===== config.mk =====
export PLATFORM = sky130hd
export DESIGN_NAME = vram_rect_filler
export DESIGN_NICKNAME = d
export VERILOG_FILES = /design/src/rtl/vram_pkg.sv /design/src/rtl/vram_fill_clip.sv /design/src/rtl/vram_rect_filler.sv
export SDC_FILE = /design/constraint.sdc
export NUM_CORES = 1
export LEC_CHECK = 0
export CAP_MARGIN = 25
export CORE_ASPECT_RATIO = 1.1
export CORE_MARGIN = 2
export CORE_UTILIZATION = 45
export CTS_CLUSTER_DIAMETER = 100
export DETAILED_ROUTE_END_ITERATION = 10
export GPL_TIMING_DRIVEN = 0
export PLACE_DENSITY = 0.77
export SYNTH_ARGS = -nofsm -noshare
export SYNTH_HDL_FRONTEND = slang
export SYNTH_SLANG_ARGS = --single-unit

===== constraint.sdc =====
create_clock -name clk -period 3.5 [get_ports clk]
set_clock_uncertainty 0.2 [all_clocks]
set_input_delay 0.35 -clock clk [delete_from_list [all_inputs] [get_ports clk]]
set_output_delay 0.35 -clock clk [all_outputs]
set_load 0.02 [all_outputs]

===== src/rtl/vram_pkg.sv =====
// Shared types and constants for the sprite VRAM write-side engine.
// pack_rgba builds the 13-bit {R,G,B,A} pixel word.
package vram_pkg;

    typedef enum logic [1:0] {
        IDLE,
        SETUP,
        FILL,
        DONE
    } fill_state_t;

    localparam int PIXEL_WIDTH = 13;
    localparam int VRAM_HSIZE  = 160;
    localparam int VRAM_VSIZE  = 120;

    function automatic logic [PIXEL_WIDTH-1:0] pack_rgba(
        input logic [3:0] r,
        input logic [3:0] g,
        input logic [3:0] b,
        input logic       a
    );
        return {r, g, b, a};
    endfunction

endpackage


===== src/rtl/vram_fill_clip.sv =====
// Clips a rectangle command against the VRAM bounds.
// Sums use one extra bit so x+w / y+h never wrap.
module vram_fill_clip
    import vram_pkg::*;
#(
    parameter int CWIDTH = 8,
    parameter int HSIZE  = VRAM_HSIZE,
    parameter int VSIZE  = VRAM_VSIZE
) (
    input  logic [CWIDTH-1:0] x,
    input  logic [CWIDTH-1:0] y,
    input  logic [CWIDTH-1:0] w,
    input  logic [CWIDTH-1:0] h,
    output logic [CWIDTH:0]   x_end,
    output logic [CWIDTH:0]   y_end,
    output logic              empty
);

    localparam logic [CWIDTH:0] HLIM = (CWIDTH+1)'(HSIZE);
    localparam logic [CWIDTH:0] VLIM = (CWIDTH+1)'(VSIZE);

    logic [CWIDTH:0] x_sum;
    logic [CWIDTH:0] y_sum;

    always_comb begin
        x_sum = {1'b0, x} + {1'b0, w};
        y_sum = {1'b0, y} + {1'b0, h};
        x_end = (x_sum > HLIM) ? HLIM : x_sum;
        y_end = (y_sum > VLIM) ? VLIM : y_sum;
        empty = ({1'b0, x} >= HLIM) || ({1'b0, y} >= VLIM)
             || (w == '0) || (h == '0);
    end

endmodule


===== src/rtl/vram_rect_filler.sv =====
// Rectangle-fill engine driving the VRAM write port, one word per
// allowed cycle in raster order, row base advanced by addition.
module vram_rect_filler
    import vram_pkg::*;
#(
    parameter int DATA_WIDTH = PIXEL_WIDTH,
    parameter int HSIZE      = VRAM_HSIZE,
    parameter int VSIZE      = VRAM_VSIZE,
    parameter int SIZE       = HSIZE * VSIZE,
    parameter int ADDR_WIDTH = $clog2(SIZE),
    parameter int CWIDTH     = 8
) (
    input  logic                  clk,
    input  logic                  rst,
    input  logic                  cmd_valid,
    output logic                  cmd_ready,
    input  logic [CWIDTH-1:0]     cmd_x,
    input  logic [CWIDTH-1:0]     cmd_y,
    input  logic [CWIDTH-1:0]     cmd_w,
    input  logic [CWIDTH-1:0]     cmd_h,
    input  logic [DATA_WIDTH-1:0] cmd_color,
    input  logic                  wr_allow,
    output logic                  we,
    output logic [ADDR_WIDTH-1:0] waddr,
    output logic [DATA_WIDTH-1:0] wdata,
    output logic                  busy,
    output logic                  done
);

    fill_state_t state, state_next;

    logic [CWIDTH-1:0]     cx, cy, cw, ch;
    logic [CWIDTH-1:0]     cur_x, cur_y;
    logic [DATA_WIDTH-1:0] color;
    logic [ADDR_WIDTH-1:0] row_base;
    logic [CWIDTH:0]       x_end, y_end;
    logic                  empty;
    logic                  row_last, px_last;
    // Set when the final pixel is written, so DONE follows one cycle later.
    logic                  last_done;

    vram_fill_clip #(
        .CWIDTH (CWIDTH),
        .HSIZE  (HSIZE),
        .VSIZE  (VSIZE)
    ) u_clip (
        .x     (cx),
        .y     (cy),
        .w     (cw),
        .h     (ch),
        .x_end (x_end),
        .y_end (y_end),
        .empty (empty)
    );

    assign row_last = ({1'b0, cur_x} + (CWIDTH+1)'(1)) == x_end;
    assign px_last  = row_last
                   && (({1'b0, cur_y} + (CWIDTH+1)'(1)) == y_end);

    assign cmd_ready = (state == IDLE) && !rst;
    assign busy      = (state != IDLE);
    assign done      = (state == DONE);

    always_ff @(posedge clk) begin
        if (rst) state <= IDLE;
        else     state <= state_next;
    end

    always_comb begin
        state_next = state;
        unique case (state)
            IDLE:  if (cmd_valid) state_next = SETUP;
            SETUP: state_next = empty ? DONE : FILL;
            FILL:  if (last_done) state_next = DONE;
            DONE:  state_next = IDLE;
            default: state_next = IDLE;
        endcase
    end

    always_ff @(posedge clk) begin
        if (rst) begin
            we        <= 1'b0;
            waddr     <= '0;
            wdata     <= '0;
            last_done <= 1'b0;
            cx        <= '0;
            cy        <= '0;
            cw        <= '0;
            ch        <= '0;
            color     <= '0;
            cur_x     <= '0;
            cur_y     <= '0;
            row_base  <= '0;
        end else begin
            we <= 1'b0;
            unique case (state)
                IDLE: begin
                    if (cmd_valid) begin
                        cx    <= cmd_x;
                        cy    <= cmd_y;
                        cw    <= cmd_w;
                        ch    <= cmd_h;
                        color <= cmd_color;
                    end
                end
                SETUP: begin
                    cur_x     <= cx;
                    cur_y     <= cy;
                    row_base  <= ADDR_WIDTH'(cy) * ADDR_WIDTH'(HSIZE);
                    last_done <= 1'b0;
                end
                FILL: begin
                    if (wr_allow && !last_done) begin
                        we    <= 1'b1;
                        waddr <= row_base + ADDR_WIDTH'(cur_x);
                        wdata <= color;
                        if (px_last) begin
                            last_done <= 1'b1;
                        end else if (row_last) begin
                            cur_x    <= cx;
                            cur_y    <= cur_y + 1'b1;
                            row_base <= row_base + ADDR_WIDTH'(HSIZE);
                        end else begin
                            cur_x <= cur_x + 1'b1;
                        end
                    end
                end
                default: ;
            endcase
        end
    end

endmodule


==> reports/summary.json, run 1 <==
{
  "route": {
    "wl_um": 21330,
    "initialDrtViolationCount": 672,
    "number_of_vias_after_detailed_routing": 6761,
    "routed_wire_per_std_cell_um": 19.17,
    "post-route-drc-count": 0,
    "avgViaCountPerCell": 6.075,
    "detailedRoute.firstPassIterationCount": 6,
    "drtAntennaViolNets": 0
  },
  "yosys": {
    "yosys.area.top_type_share_pct": 32.97,
    "post_synth_instance_area_um2": 6253,
    "yosysWarningCount": 0,
    "synth_edf_count": 0,
    "synth_seq_cells": 103,
    "synth_async_sr_flop_share_pct": 0,
    "ys_top_cells_by_area": "sky130_fd_sc_hd__dfxtp_1 (33%), sky130_fd_sc_hd__nand2_1 (11%), sky130_fd_sc_hd__ha_1 (7.8%)",
    "postSynthCellCount": 795,
    "synth_cell_types": 74,
    "synth.avg_cell_area_um2": 7.866,
    "syn_nets": 886,
    "cell_types_with_the_highest_counts_after_synthesis": "sky130_fd_sc_hd__nand2_1 (175), sky130_fd_sc_hd__dfxtp_1 (103), sky130_fd_sc_hd__a21oi_1 (94)",
    "seq_area_frac_synth_pct": 32.97,
    "synth_ff_type": "sky130_fd_sc_hd__dfxtp_1",
    "count_leader_synth": "sky130_fd_sc_hd__nand2_1",
    "yosys.area.top_type": "sky130_fd_sc_hd__dfxtp_1"
  },
  "final_layout": {
    "diode_count": 0,
    "drive_above_1_share_pct": 16.32,
    "final_nets": 1011,
    "n_fill_cell": 1111,
    "finish.utilization_pct": 61.25,
    "area_growth_pct": 34.01
  },
  "clock_tree": {
    "cts_clk_pin_slew_worst_paths_ns": 0.08,
    "insertion_delay_ns": 0.37,
    "tritoncts": "done",
    "clk_tree_root_cell": "sky130_fd_sc_hd__clkbuf_16",
    "postCtsHoldBufs": 0,
    "cts_made_buffers": 9,
    "clock_tree.buffer_depth": 2,
    "htree_levels": 3,
    "clock_sinks": 103
  },
  "sta": {
    "worst_slew_pin_slew_ns": 0.7536,
    "grt_setup_unrepaired": "true",
    "setup_viol_count_final": 26,
    "maxClockFrequency_mhz": 266.8,
    "period_minus_slack_ns": 3.749,
    "hold_viol": 0,
    "layout_setup_ws_ns": -0.2488,
    "slew_violations": 0,
    "max_slew_margin_vs_limit_pct": 49.57,
    "layout_worst_path_cycle_share_pct": 107.1,
    "timing.setup.tns_ns": -3.739
  },
  "status": {
    "result_of_the_run": "finished, violations left",
    "violations_in_the_final_reports": "negative setup slack"
  },
  "die": {
    "rows": 45,
    "die_w_um": 116.4,
    "die_height_um": 127.6,
    "effective_utilization_at_floorplan_pct": 45.71,
    "placeable_area_um2": 13680,
    "design.die.area_um2": 14860,
    "design.portCount": 81
  },
  "job": {
    "max_cap_viol_count": 0
  },
  "pwr": {
    "seq_power_share_pct": 27.7,
    "p_int_w": 0.003248,
    "leakagePower_nw": 3.088,
    "p_total_w": 0.005924,
    "power_density_nw_per_um2": 706.8,
    "ir_worst_vdd_mv": 0.3739,
    "switchingPower_w": 0.002675,
    "part_of_the_power_in_the_clock_network_pct": 17.6,
    "power.combinational.fraction_pct": 54.7,
    "swShare_pct": 45.17
  },
  "grt": {
    "antenna_found_initial": 0,
    "pin_count_of_the_biggest_net_entering_global_routing": 21,
    "grt_pass1_wl_um": 31310,
    "overall_fraction_of_global_route_tracks_in_use_pct": 26.86,
    "grt-ovfl-total": 0,
    "first_global_vias": 6189
  },
  "worst_setup_path": {
    "critPathRequiredTime_ns": 3.53,
    "timing.critical_path.to_type": "register",
    "delay_of_the_slowest_cell_on_the_worst_path_ns": 0.39,
    "worstSetupStartpointType": "register",
    "worst_ep_arrival_time_ns": 3.78,
    "timing.critical_path.slowest_stage_cell": "sky130_fd_sc_hd__o311ai_4",
    "ordered_list_of_cells_on_the_worst_path": "ha_4 -> inv_2 -> fa_2 -> buf_4 -> xor2_1 -> nand3b_1 -> o311ai_4 -> a31oi_4 -> o221ai_4 -> o2111ai_4 -> o21a_4 -> buf_8 -> mux2i_1 -> o32ai_2",
    "critical_path.top_delay_family": "compound AO/OA/AOI/OAI gates",
    "worst-path-buf-inv": 3,
    "critPathMaxFanout": 5,
    "critPathKind": "reg2reg"
  },
  "placed_design": {
    "count_of_port_buffers_added_during_placement": 79,
    "gpl.final_weighted_congestion": 0.9264,
    "detailedPlacementHpwl_um": 13970
  },
  "hold_path": {
    "worst_hold_path_type": "reg2reg"
  }
}
==> state kept, by name, indices dropped and copies added (netlist names), 10 cells and up <==
signal    count
waddr        15
color        13
wdata        13
row_base     10
==> metrics by stage <==
step                      worst slack [ns]  cells  cell area [µm²]  hold WS, ns
after floorplan                   0.002217    795             6256       0.2321
after global placement             -0.5354   1062             7282       0.2391
after detailed placement           -0.5509   1062             7282       0.2481
after CTS                         -0.05996   1101             8043       0.2577
after global routing               -0.3566   1113             8381       0.2747
final                              -0.2488   1113             8381       0.2560
==> final timing paths <==
| path | depth (start not counted) | slack (ns) | start | to |
|---|---|---|---|---|
| max reg2reg | 14 | -0.25 | cw[0] | cur_x[6] |
| max | 14 | -0.25 | cw[0] | cur_x[6] |
| min | 2 | 0.26 | color[3] | wdata[3] |
| min reg2reg | 2 | 0.26 | color[3] | wdata[3] |
==> area by class of cell <==
class / instances / area (µm²) / area share, %
Inverter: 21 / 78.83 / 0.9406
Multi-Input combinational cell: 626 / 4324 / 51.60
Sequential cell: 103 / 2095 / 24.99
Clock buffer: 9 / 225.2 / 2.687
Clock inverter: 7 / 76.32 / 0.9107
Timing Repair Buffer: 115 / 1102 / 13.15
Buffer: 44 / 244.0 / 2.911
Tap cell: 188 / 235.2 / 2.807
==> cells by family after synthesis <==
kind of cell / share of synthesized area (%)
buf+inv: 4.642
mux: 1.140
xor+xnor: 4.902
compound gates: 24.77
simple gates: 22.81
flops: 32.97
fa+ha+maj: 8.764
==> cells in the final DEF (no fill, tap or decap), drive strengths merged, types with 16 or more instances in the layout <==
cell type      instances
a21o                  16
a21oi                 98
buf                   50
clkbuf                39
clkdlybuf4s50         79
dfxtp                103
ha                    39
inv                   23
nand2                175
nand3                 19
nor2                  46
nor3                  18
o21ai                 19
xnor2                 24
==> worst register-to-register path, cell delays in order (launching register included) <==
cell	delay, ns
sky130_fd_sc_hd__dfxtp_2	0.36
sky130_fd_sc_hd__ha_4	0.14
sky130_fd_sc_hd__inv_2	0.03
sky130_fd_sc_hd__fa_2	0.36
sky130_fd_sc_hd__buf_4	0.16
sky130_fd_sc_hd__xor2_1	0.24
sky130_fd_sc_hd__nand3b_1	0.18
sky130_fd_sc_hd__o311ai_4	0.39
sky130_fd_sc_hd__a31oi_4	0.19
sky130_fd_sc_hd__o221ai_4	0.31
sky130_fd_sc_hd__o2111ai_4	0.20
sky130_fd_sc_hd__o21a_4	0.30
sky130_fd_sc_hd__buf_8	0.15
sky130_fd_sc_hd__mux2i_1	0.27
sky130_fd_sc_hd__o32ai_2	0.13
==> per-layer routing <==
metal / routed length (µm) / GRT usage, % / vias to the layer above / share of wire, %
li1: - / - / 3122 / -
met4: 1011 / 12.89 / 0 / 4.7
met1: 8577 / 34.13 / 3161 / 40
met3: 1974 / 6.499 / 93 / 9.3
met5: 0 / 0 / - / 0
met2: 9770 / 42.54 / 385 / 46
==> power groups by stage <==
stage | logic [W] | clock network, W | registers, W
after floorplan | 0.00170 | 0 | 0.00158
after global placement | 0.00231 | 0 | 0.00163
after detailed placement | 0.00235 | 0 | 0.00164
after CTS | 0.00270 | 0.00103 | 0.00162
after global routing | 0.00344 | 0.00109 | 0.00166
final | 0.00324 | 0.00104 | 0.00164
==> what timing repair did <==
item                                    CTS  global route
endpoints found under the setup margin   26            48
setup buffers                            22             9
endpoints found under the hold margin     0             0
pin swaps                                39            36
resized for setup                        67            52
cloned                                    2             4
Note: power is estimated with default switching activity, not from simulation.
==> run 2, diff against run 1 <==
GPL_TIMING_DRIVEN = default   (was 0)
SKIP_LAST_GASP = 1   (was default)
==> run 2 against run 1 <==
The run still ends with negative setup slack left. Clock power rose by 8%. First-iteration DRC count decreased by 44%. Total power down 2.2%. Sequential share of layout area is 0.20 points lower. Critical endpoint is now cur_y[7]. Via count shrank 7.0%. Sequential power shrank 2%. Critical path type unchanged. Highest routed layer unchanged. Non-clock buffer count shrank 2. Critical path depth rose by 3. Combinational power down 5%.
==> reports/summary.json, run 2 (same netlist as run 1, synthesis figures left out) <==
{
  "grt": {
    "antenna_found_initial": {"value": 0, "change": "unchanged"},
    "grt-ovfl-total": {"value": 0, "change": "unchanged"},
    "pin_count_of_the_biggest_net_entering_global_routing": {"value": 62, "change": "was 21"},
    "first_global_vias": {"value": 5937, "change": "was 6189"},
    "grt_pass1_wl": {"value": 28750, "unit": "µm", "change": "was 31310 µm"},
    "overall_fraction_of_global_route_tracks_in_use": {"value": 24.02, "unit": "%", "change": "was 26.86%"}
  },
  "clock_tree": {
    "cts_made_buffers": {"value": 9, "change": "unchanged"},
    "clock_sinks": {"value": 103, "change": "unchanged"},
    "clock_tree.buffer_depth": {"value": 2, "change": "unchanged"},
    "htree_levels": {"value": 3, "change": "unchanged"},
    "insertion_delay": {"value": 0.36, "unit": "ns", "change": "was 0.37 ns"},
    "clk_tree_root_cell": {"value": "sky130_fd_sc_hd__clkbuf_16", "change": "unchanged"},
    "tritoncts": {"value": "done", "change": "unchanged"},
    "cts_clk_pin_slew_worst_paths": {"value": 0.07, "unit": "ns", "change": "was 0.08 ns"}
  },
  "worst_setup_path": {
    "worst_ep_arrival_time": {"value": 3.74, "unit": "ns", "change": "was 3.78 ns"},
    "timing.critical_path.to_type": {"value": "register", "change": "unchanged"},
    "worstSetupStartpointType": {"value": "register", "change": "unchanged"},
    "critPathKind": {"value": "reg2reg", "change": "unchanged"},
    "worstSetupStartpoint": {"value": "cx[0]", "change": "was cw[0]"},
    "critPathRequiredTime": {"value": 3.56, "unit": "ns", "change": "was 3.53 ns"},
    "critPathMaxFanout": {"value": 11, "change": "was 5"},
    "r2r_start": {"value": "cx[0]", "change": "was cw[0]"}
  },
  "final_layout": {
    "finish.utilization": {"value": 61.31, "unit": "%", "change": "was 61.25%"},
    "area_growth": {"value": 34.13, "unit": "%", "change": "was 34.01%"},
    "seqCellArea": {"value": 2079, "unit": "µm²", "change": "was 2095 µm²"},
    "drive_above_1_share": {"value": 18.11, "unit": "%", "change": "was 16.32%"},
    "layout_common_cells": {"value": "sky130_fd_sc_hd__nand2_1 (173), sky130_fd_sc_hd__dfxtp_1 (91), sky130_fd_sc_hd__a21oi_1 (90)", "change": "was sky130_fd_sc_hd__nand2_1 (173), sky130_fd_sc_hd__a21oi_1 (89), sky130_fd_sc_hd__dfxtp_1 (87)"},
    "mostFrequentLayoutCell": {"value": "sky130_fd_sc_hd__nand2_1", "change": "unchanged"},
    "register_bank_with_the_most_flops": {"value": "waddr", "change": "unchanged"},
    "multiInputGateArea": {"value": 4182, "unit": "µm²", "change": "was 4324 µm²"},
    "layout.cells.non_filler": {"value": 1110, "change": "was 1113"},
    "n_fill_cell": {"value": 1144, "change": "was 1111"},
    "layout_top_registers": {"value": "waddr (15), color (13), wdata (13)", "change": "unchanged"},
    "largest_register_ffs": {"value": 15, "change": "unchanged"},
    "diode_count": {"value": 0, "change": "unchanged"},
    "final_nets": {"value": 1008, "change": "was 1011"}
  },
  "die": {
    "design.die.area": {"value": 14860, "unit": "µm²", "change": "unchanged"},
    "die_height": {"value": 127.6, "unit": "µm", "change": "unchanged"},
    "placeable_area": {"value": 13680, "unit": "µm²", "change": "unchanged"},
    "design.portCount": {"value": 81, "change": "unchanged"},
    "rows": {"value": 45, "change": "unchanged"},
    "effective_utilization_at_floorplan": {"value": 45.71, "unit": "%", "change": "unchanged"},
    "die_w": {"value": 116.4, "unit": "µm", "change": "unchanged"}
  },
  "placed_design": {
    "gpl.final_weighted_congestion": {"value": 0.9294, "change": "was 0.9264"},
    "detailedPlacementHpwl": {"value": 12040, "unit": "µm", "change": "was 13970 µm"},
    "placed_instances": {"value": 1077, "change": "was 1062"},
    "count_of_port_buffers_added_during_placement": {"value": 80, "change": "was 79"}
  },
  "sta": {
    "max_slew_margin_vs_limit": {"value": 37.48, "unit": "%", "change": "was 49.57%"},
    "setup_viol_count_final": {"value": 25, "change": "was 26"},
    "grt_setup_unrepaired": {"value": "true", "change": "unchanged"},
    "period_minus_slack": {"value": 3.677, "unit": "ns", "change": "was 3.749 ns"},
    "layout_worst_path_cycle_share": {"value": 105.1, "unit": "%", "change": "was 107.1%"},
    "worst_slew_pin_slew": {"value": 0.9356, "unit": "ns", "change": "was 0.7536 ns"},
    "hold_viol": {"value": 0, "change": "unchanged"},
    "maxClockFrequency": {"value": 272.0, "unit": "MHz", "change": "was 266.8 MHz"},
    "layout_setup_ws": {"value": -0.1769, "unit": "ns", "change": "was -0.2488 ns"},
    "slew_violations": {"value": 0, "change": "unchanged"}
  },
  "route": {
    "wl": {"value": 18000, "unit": "µm", "change": "was 21330 µm"},
    "detailedRoute.firstPassIterationCount": {"value": 7, "change": "was 6"},
    "drtAntennaViolNets": {"value": 0, "change": "unchanged"},
    "initialDrtViolationCount": {"value": 376, "change": "was 672"},
    "post-route-drc-count": {"value": 0, "change": "unchanged"},
    "avgViaCountPerCell": {"value": 5.662, "change": "was 6.075"},
    "number_of_vias_after_detailed_routing": {"value": 6285, "change": "was 6761"},
    "routed_wire_per_std_cell": {"value": 16.21, "unit": "µm", "change": "was 19.17 µm"}
  },
  "pwr": {
    "p_total": {"value": 0.005791, "unit": "W", "change": "was 0.005924 W"},
    "ir_worst_vdd": {"value": 0.3911, "unit": "mV", "change": "was 0.3739 mV"},
    "power_density": {"value": 690.3, "unit": "nW/µm²", "change": "was 706.8 nW/µm²"},
    "leakagePower": {"value": 3.202, "unit": "nW", "change": "was 3.088 nW"}
  },
  "job": {
    "max_cap_viol_count": {"value": 0, "change": "unchanged"}
  },
  "hold_path": {
    "worst_hold_path_type": {"value": "in2reg", "change": "was reg2reg"},
    "min-delay-start": {"value": "rst", "change": "was color[3]"}
  },
  "status": {
    "result_of_the_run": {"value": "finished, violations left", "change": "unchanged"},
    "violations_in_the_final_reports": {"value": "negative setup slack", "change": "unchanged"}
  }
}
-- run 2: changes by cell type in the layout (fill, tap and decap cells not counted), sizes merged --
cell	previous run	this run
clkbuf	39	10
clkinvlp	0	1
bufinv	0	2
inv	23	22
a21oi	98	97
clkinv	5	3
buf	50	77
-- run 2: path summary, 6_finish.rpt --
path / slack, ns / to / cells past startpoint
setup / recovery: -0.18 / cur_y[7] / 17
setup reg to reg: -0.18 / cur_y[7] / 17
hold / removal: 0.05 / waddr[13] / 2
hold reg to reg: 0.25 / wdata[7] / 2
-- run 2: timing repair --
item                                    4_1_cts  5_1_grt
hold buffers                                  0        0
buffers inserted                             11        4
pin swaps                                    24       29
endpoints found under the setup margin       26       26
gates resized for setup                      43       35
endpoints found under the hold margin         0        0
gates cloned                                  2        1
-- run 2: worst max-delay path, stage by stage, from the launching register on --
cell and delay [ns]:
sky130_fd_sc_hd__dfxtp_2 0.35, sky130_fd_sc_hd__ha_4 0.14, sky130_fd_sc_hd__inv_2 0.03, sky130_fd_sc_hd__fa_2 0.36
sky130_fd_sc_hd__nand2b_4 0.16, sky130_fd_sc_hd__a211oi_4 0.28, sky130_fd_sc_hd__buf_4 0.17, sky130_fd_sc_hd__o22a_1 0.18
sky130_fd_sc_hd__a21oi_2 0.06, sky130_fd_sc_hd__a31oi_2 0.23, sky130_fd_sc_hd__mux2i_1 0.31, sky130_fd_sc_hd__o2111a_2 0.30
sky130_fd_sc_hd__buf_6 0.11, sky130_fd_sc_hd__buf_6 0.09, sky130_fd_sc_hd__a21o_4 0.16, sky130_fd_sc_hd__nor2_4 0.06
sky130_fd_sc_hd__buf_12 0.14, sky130_fd_sc_hd__o311ai_2 0.23
-- run 2: power by group --
part           leakage, nW  internal [W]  switching, W
clock                0.158      0.000637      0.000486
sequential           0.844       0.00138      0.000216
combinational         2.20       0.00140       0.00167
total                 3.20       0.00342       0.00237
-- run 2: metal layers --
metal / global-route usage (%) / share of wire [%] / up-vias
li1: - / - / 3102
met1: 32.06 / 44 / 2985
met2: 38.54 / 49 / 168
met3: 4.127 / 4.6 / 30
met4: 9.384 / 2.2 / 0
met5: 0 / 0 / -
-- run 2: per-stage QoR --
stage	worst slack, ns	hold WS [ns]	instance area (µm²)	TNS (ns)
after floorplan	0.002217	0.2321	6256	0
after global placement	-0.06823	0.2373	7571	-0.4968
after detailed placement	-0.1665	0.2449	7571	-2.558
after CTS	-0.05536	0.03823	8188	-0.2222
after global routing	-0.2938	0.05160	8388	-6.054
final	-0.1769	0.05087	8388	-3.126
-- run 2: cell type report --
type	instances	area share, %
multi-input combinational	625	49.85
sequential	103	24.79
timing repair buffer	157	17.68
tap	188	2.804
clock buffer	9	2.685
clock inverter	7	1.253
inverter	21	0.9397
==> edit 1 (config.mk and constraints of run 2) <==
`VRAM_VSIZE`: 120 -> 60.
--- a/src/rtl/vram_pkg.sv
+++ b/src/rtl/vram_pkg.sv
@@ -11,7 +11,7 @@
 
     localparam int PIXEL_WIDTH = 13;
     localparam int VRAM_HSIZE  = 160;
-    localparam int VRAM_VSIZE  = 120;
+    localparam int VRAM_VSIZE  = 60;
 
     function automatic logic [PIXEL_WIDTH-1:0] pack_rgba(
         input logic [3:0] r,
Ports: changed (resized waddr); port bits go from 81 to 80. The function was not compared with the original's and may differ.
==> edit 1 against run 2 <==
- the flow still finishes with violations (setup timing)
- fmax fell by 2.0%
- sequential cell count fell by 2
- cell area fell by 5.4%
- worst setup slack got worse by 0.075 ns
- routed wire length fell by 10%
- power fell by 7.6%
- area after synthesis fell by 4.7%
- critical path type unchanged
- largest cell class unchanged
==> edit 1: results (changes against run 2) <==
stage,metric,value,unit,change
status,status,finished with violations,,
status,violated checks,setup timing,,
global_routing,met3 Resource Use GR,0.0428,,+0.00155
global_routing,gr usage total,0.228,,-0.0122
finish,multi-input logic portion of the cell area,0.487,,-0.0119
placed_design,port bufs,79,,-1.3%
power,VDD IR max,0.000353,V,-9.9%
finish,post-route design area,7940,sq um,-5.4%
drt,Detailed Routing Iterations Pass 1,5,,-2
finish,Largest regs,"waddr (14), color (13), wdata (13)",,
critical_path,Crit path arrival time,3.84,ns,+0.10 ns
synth,Cell variety after synth,76,,+2.7%
global_routing,first-pass GRT wire length,26.2,mm,-8.8%
finish,clock buffer count,11,,+2
cts,total clock sinks,101,,-1.9%
placed_design,Area after DPL,7290,sq um,-3.7%
finish,multi-input combinational gate total,580,,-7.2%
synth,"Seq/Total Area, Yosys",0.339,,+0.00969
drt,Iteration-0 DRC Markers,351,,-6.6%
drt,met3 wire len,706,um,-15%
finish,Signal buffers,161,,+2.5%
power,Flop pwr share,0.284,,+0.008
global_routing,grt met2 use,0.386,,+0.000621
synth,Post-Syn Nets,832,,-6.1%
global_routing,largest net degree at the start of global routing,77,,+24%
placed_design,Post-DP HPWL,11.1,mm,-7.7%
placed_design,GP Congestion,0.898,,-3.4%
synth,Post-synth top cells,"nand2_1 (168), dfxtp_1 (101), a21oi_1 (96)",,
power,Int Power,3.25,mW,-4.9%
timing,Max-slew headroom,0.456,,+0.0815
power,Comb power frac,0.501,,-0.029
drt,met2 wire len,7.99,mm,-9.8%
drt,WL/cell,15.5,um,-4.4%
timing,# setup viols final,24,,-4.0%
global_routing,vias in the first global route,5507,,-7.2%
cts,Worst-Skew Late Latency,0.36,ns,about the same
timing,post-route setup slack,-0.252,ns,-0.0749 ns
global_routing,met1 Usage GRT,0.288,,-0.0327
finish,ClkCell Share,0.0430,,+0.00365
finish,Non-clock buffer share,0.180,,+0.00310
finish,share of layout cells above drive strength 1,0.181,,-0.000241
edit 1: cell types whose count changed in the layout (fill, tap and decap cells not counted), moves of 6 or more:
cell / delta
o311ai_2: -6
o211ai_1: -7
nor4_1: -6
dfxtp_1: +7
buf_4: +12
nor3_1: -6
dfxtp_2: -8
mux2i_1: +9
nand4_1: -9
a21o_1: -9
nand2_1: -6
edit 1: kinds of logic (layout without fill, tap and decap cells):
logic type	count (synthesis)	count (layout)	synth area share
AOI/OAI and AO/OA	192	193	0.221
adders and majority gates	41	41	0.0899
muxes	18	18	0.0317
buffers and inverters	62	198	0.0437
xor gates and xnor gates	31	31	0.0456
and+or+nand+nor	297	297	0.228
DFF	101	101	0.339
edit 1: timing repair:
item / CTS / global route
setup endpoints to repair: 25 / 25
setup buffers: 8 / 6
gates resized for setup: 24 / 19
pin swaps: 17 / 11
gates cloned: 2 / 1
edit 1: worst paths after layout:
path | slack, ns | endpoint | cells past startpoint
setup / recovery | -0.25 | cur_y[2] | 11
hold / removal | 0.17 | state[1] | 2
setup reg to reg | -0.25 | cur_y[2] | 11
hold reg to reg | 0.25 | wdata[8] | 2
edit 1: stage by stage:
stage	setup slack, ns	TNS [ns]	std cells	total power, mW	hold WS [ns]
after global placement	-0.157	-2.61	1008	3.82	0.237
after floorplan	0.00601	0	742	3.13	0.232
after detailed placement	-0.294	-5.54	1008	3.87	0.244
after global routing	-0.382	-7.12	1040	5.67	0.208
final	-0.252	-3.59	1040	5.35	0.173
after CTS	-0.140	-1.78	1034	5.20	0.171
edit 1: critical path: stages (launching register included):
cell and delay, ns:
dfxtp_2 0.36, ha_4 0.15, inv_2 0.04, fa_2 0.53, or3b_4 0.39, o311ai_4 0.32
a31o_4 0.22, mux2i_2 0.34, and3_2 0.39, nor3b_4 0.40, nand3b_1 0.14, a41oi_2 0.19
==> edit 2 (flow settings as in run 2) <==
Without the edit above. Re-encode `fill_state_t` (4 states) as one-hot, 4 bits wide.
--- a/src/rtl/vram_pkg.sv
+++ b/src/rtl/vram_pkg.sv
@@ -2,11 +2,11 @@
 // pack_rgba builds the 13-bit {R,G,B,A} pixel word.
 package vram_pkg;
 
-    typedef enum logic [1:0] {
-        IDLE,
-        SETUP,
-        FILL,
-        DONE
+    typedef enum logic [3:0] {
+        IDLE  = 4'b0001,
+        SETUP = 4'b0010,
+        FILL  = 4'b0100,
+        DONE  = 4'b1000
     } fill_state_t;
 
     localparam int PIXEL_WIDTH = 13;
Function: no difference found for any inputs over 4 cycles, from zero or initial values and one cycle with rst high; so few cycles prove little.
==> edit 2 against run 2 <==
- cell area is 4.2% lower
- area after synthesis is 0.78% higher
- non-clock buffer count is 25 lower
- routed wire length is 8.7% lower
- worst setup slack better by 0.14 ns
- sequential cell count is 2 higher
- the flow still finishes with violations (setup timing)
- highest routed layer unchanged
- via count is 2.7% lower
- utilization is 2.8 points lower
Power is not compared: it rests on default switching activity, and its combinational part moved more than twofold at a synthesized area within 25%.
==> edit 2: results (changes against run 2) <==
stage,metric,value,unit,change
status,status,finished with violations,,
status,violated checks,setup timing,,
critical_path,reg2reg path depth,12,,-5
finish,Multi-input gate area,4140,sq um,-1.1%
timing,hold slack,0.194,ns,+0.144 ns
synth,Cell variety after synth,77,,+4.1%
critical_path,"Max FO, Critical Path",7,,-4
drt,Detailed Routing Iterations Pass 1,5,,-2
timing,Max-slew headroom,0.387,,+0.0126
finish,inverter count,12,,-43%
finish,Non-clock buffer share,0.152,,-0.0248
synth,"Seq/Total Area, Yosys",0.334,,+0.00380
drt,total number of vias,6118,,-2.7%
synth,Post-synth top cells,"nand2_1 (172), dfxtp_1 (105), a21oi_1 (96)",,
drt,WL/cell,15.2,um,-6.5%
finish,ClkCell Share,0.0360,,-0.00340
min_path,Hold Path Stages,2,,unchanged
placed_design,Inst Count DP,1063,,-1.3%
synth,largest cells by area after synthesis,"dfxtp_1 (33%), nand2_1 (10%), a21oi_1 (7.6%)",,
timing,# setup viols final,6,,-76%
critical_path,r2r startpoint,cy[0],,
min_path,HP Start,rst,,
global_routing,largest net degree at the start of global routing,46,,-26%
finish,Sequential Area,2110,sq um,+1.3%
synth,Syn Area/Cell,7.93,sq um,+0.78%
drt,met2 wire len,8.10,mm,-8.6%
global_routing,first-pass GRT wire length,27.3,mm,-5.1%
placed_design,Area after DPL,7530,sq um,-0.51%
timing,post-route setup slack,-0.0339,ns,+0.143 ns
synth,asr flop ratio synth,0,,unchanged
synth,Post-Syn Nets,881,,-0.56%
drt,met1 WL,7.14,mm,-9.8%
finish,Signal buffers,132,,-16%
finish,nets,977,,-3.1%
finish,multi-input combinational gate total,631,,+0.96%
finish,Ant. Diodes,0,,unchanged
min_path,Worst Hold End,cy[3],,
global_routing,vias in the first global route,5764,,-2.9%
placed_design,GP Congestion,0.985,,+6.0%
critical_path,Crit path arrival time,3.63,ns,-0.11 ns
critical_path,Reg2Reg Capture Point,row_base[5],,
placed_design,Post-DP HPWL,11.9,mm,-1.4%
critical_path,R2R setup slack,-0.03,ns,+0.14 ns
drt,Iteration-0 DRC Markers,475,,+26%
finish,final std cells w/o fill,1084,,-2.3%
finish,share of layout cells above drive strength 1,0.137,,-0.0439
global_routing,gr usage total,0.226,,-0.0145
finish,fillers,1244,,+8.7%
finish,post-route design area,8030,sq um,-4.2%
placed_design,"worst slack, placed",-0.0670,ns,+0.0995 ns
drt,met3 wire len,764,um,-8.4%
cts,total clock sinks,105,,+1.9%
finish,clock buffer count,11,,+2
timing,setup TNS,-0.0576,ns,+3.07 ns
edit 2: how the worst max path moves through the flow:
stage / startpoint / to / slack, ns
4_1_cts: cx[0] / row_base[5] / -0.01
3_3_place_gp: cx[0] / row_base[5] / -0.001
5_1_grt: cy[0] / cur_x[0] / -0.13
3_5_place_dp: cx[0] / row_base[5] / -0.07
6_report: cy[0] / row_base[5] / -0.03
2_1_floorplan: cy[0] / row_base[5] / 0.01
edit 2: metal layers:
layer / GRT usage / vias to the layer above
li1: - / 3027
met1: 0.291 / 2895
met3: 0.0331 / 35
met5: 0 / -
met2: 0.372 / 161
met4: 0.100 / 0
edit 2: worst max-delay path, stage by stage (launching register included):
cell and delay, ns:
dfxtp_2 0.33, ha_2 0.19, fa_2 0.33, a21o_1 0.21, a21oi_2 0.17, xor2_1 0.10, or4_4 0.54, o221a_1 0.29
o221ai_2 0.15, a221oi_2 0.11, and3_4 0.23, or4_1 0.46, a31oi_1 0.16
edit 2: kinds of logic (layout without fill, tap and decap cells):
family,after synthesis,count (layout),share of synthesized area
AO/OA/AOI/OAI,209,209,0.234
buffers and inverters,59,160,0.0383
XOR/XNOR,38,38,0.0550
adder cells (fa/ha/maj),37,37,0.0770
AND/OR/NAND/NOR,337,337,0.247
flip-flops,105,105,0.334
multiplexers,10,10,0.0159
edit 2: timing repair:
action	4_1_cts	5_1_grt
pin swaps	7	11
endpoints found under the setup margin	24	27
resized for setup	6	29
buffers inserted	2	5
edit 2: power groups by stage:
stage	Sequential (mW)	Combinational [mW]	Clock (mW)
2_1_floorplan	1.30	0.406	0
3_3_place_gp	1.31	0.598	0
3_5_place_dp	1.31	0.607	0
4_1_cts	1.28	0.624	1.01
5_1_grt	1.29	0.749	1.06
6_report	1.29	0.676	0.999
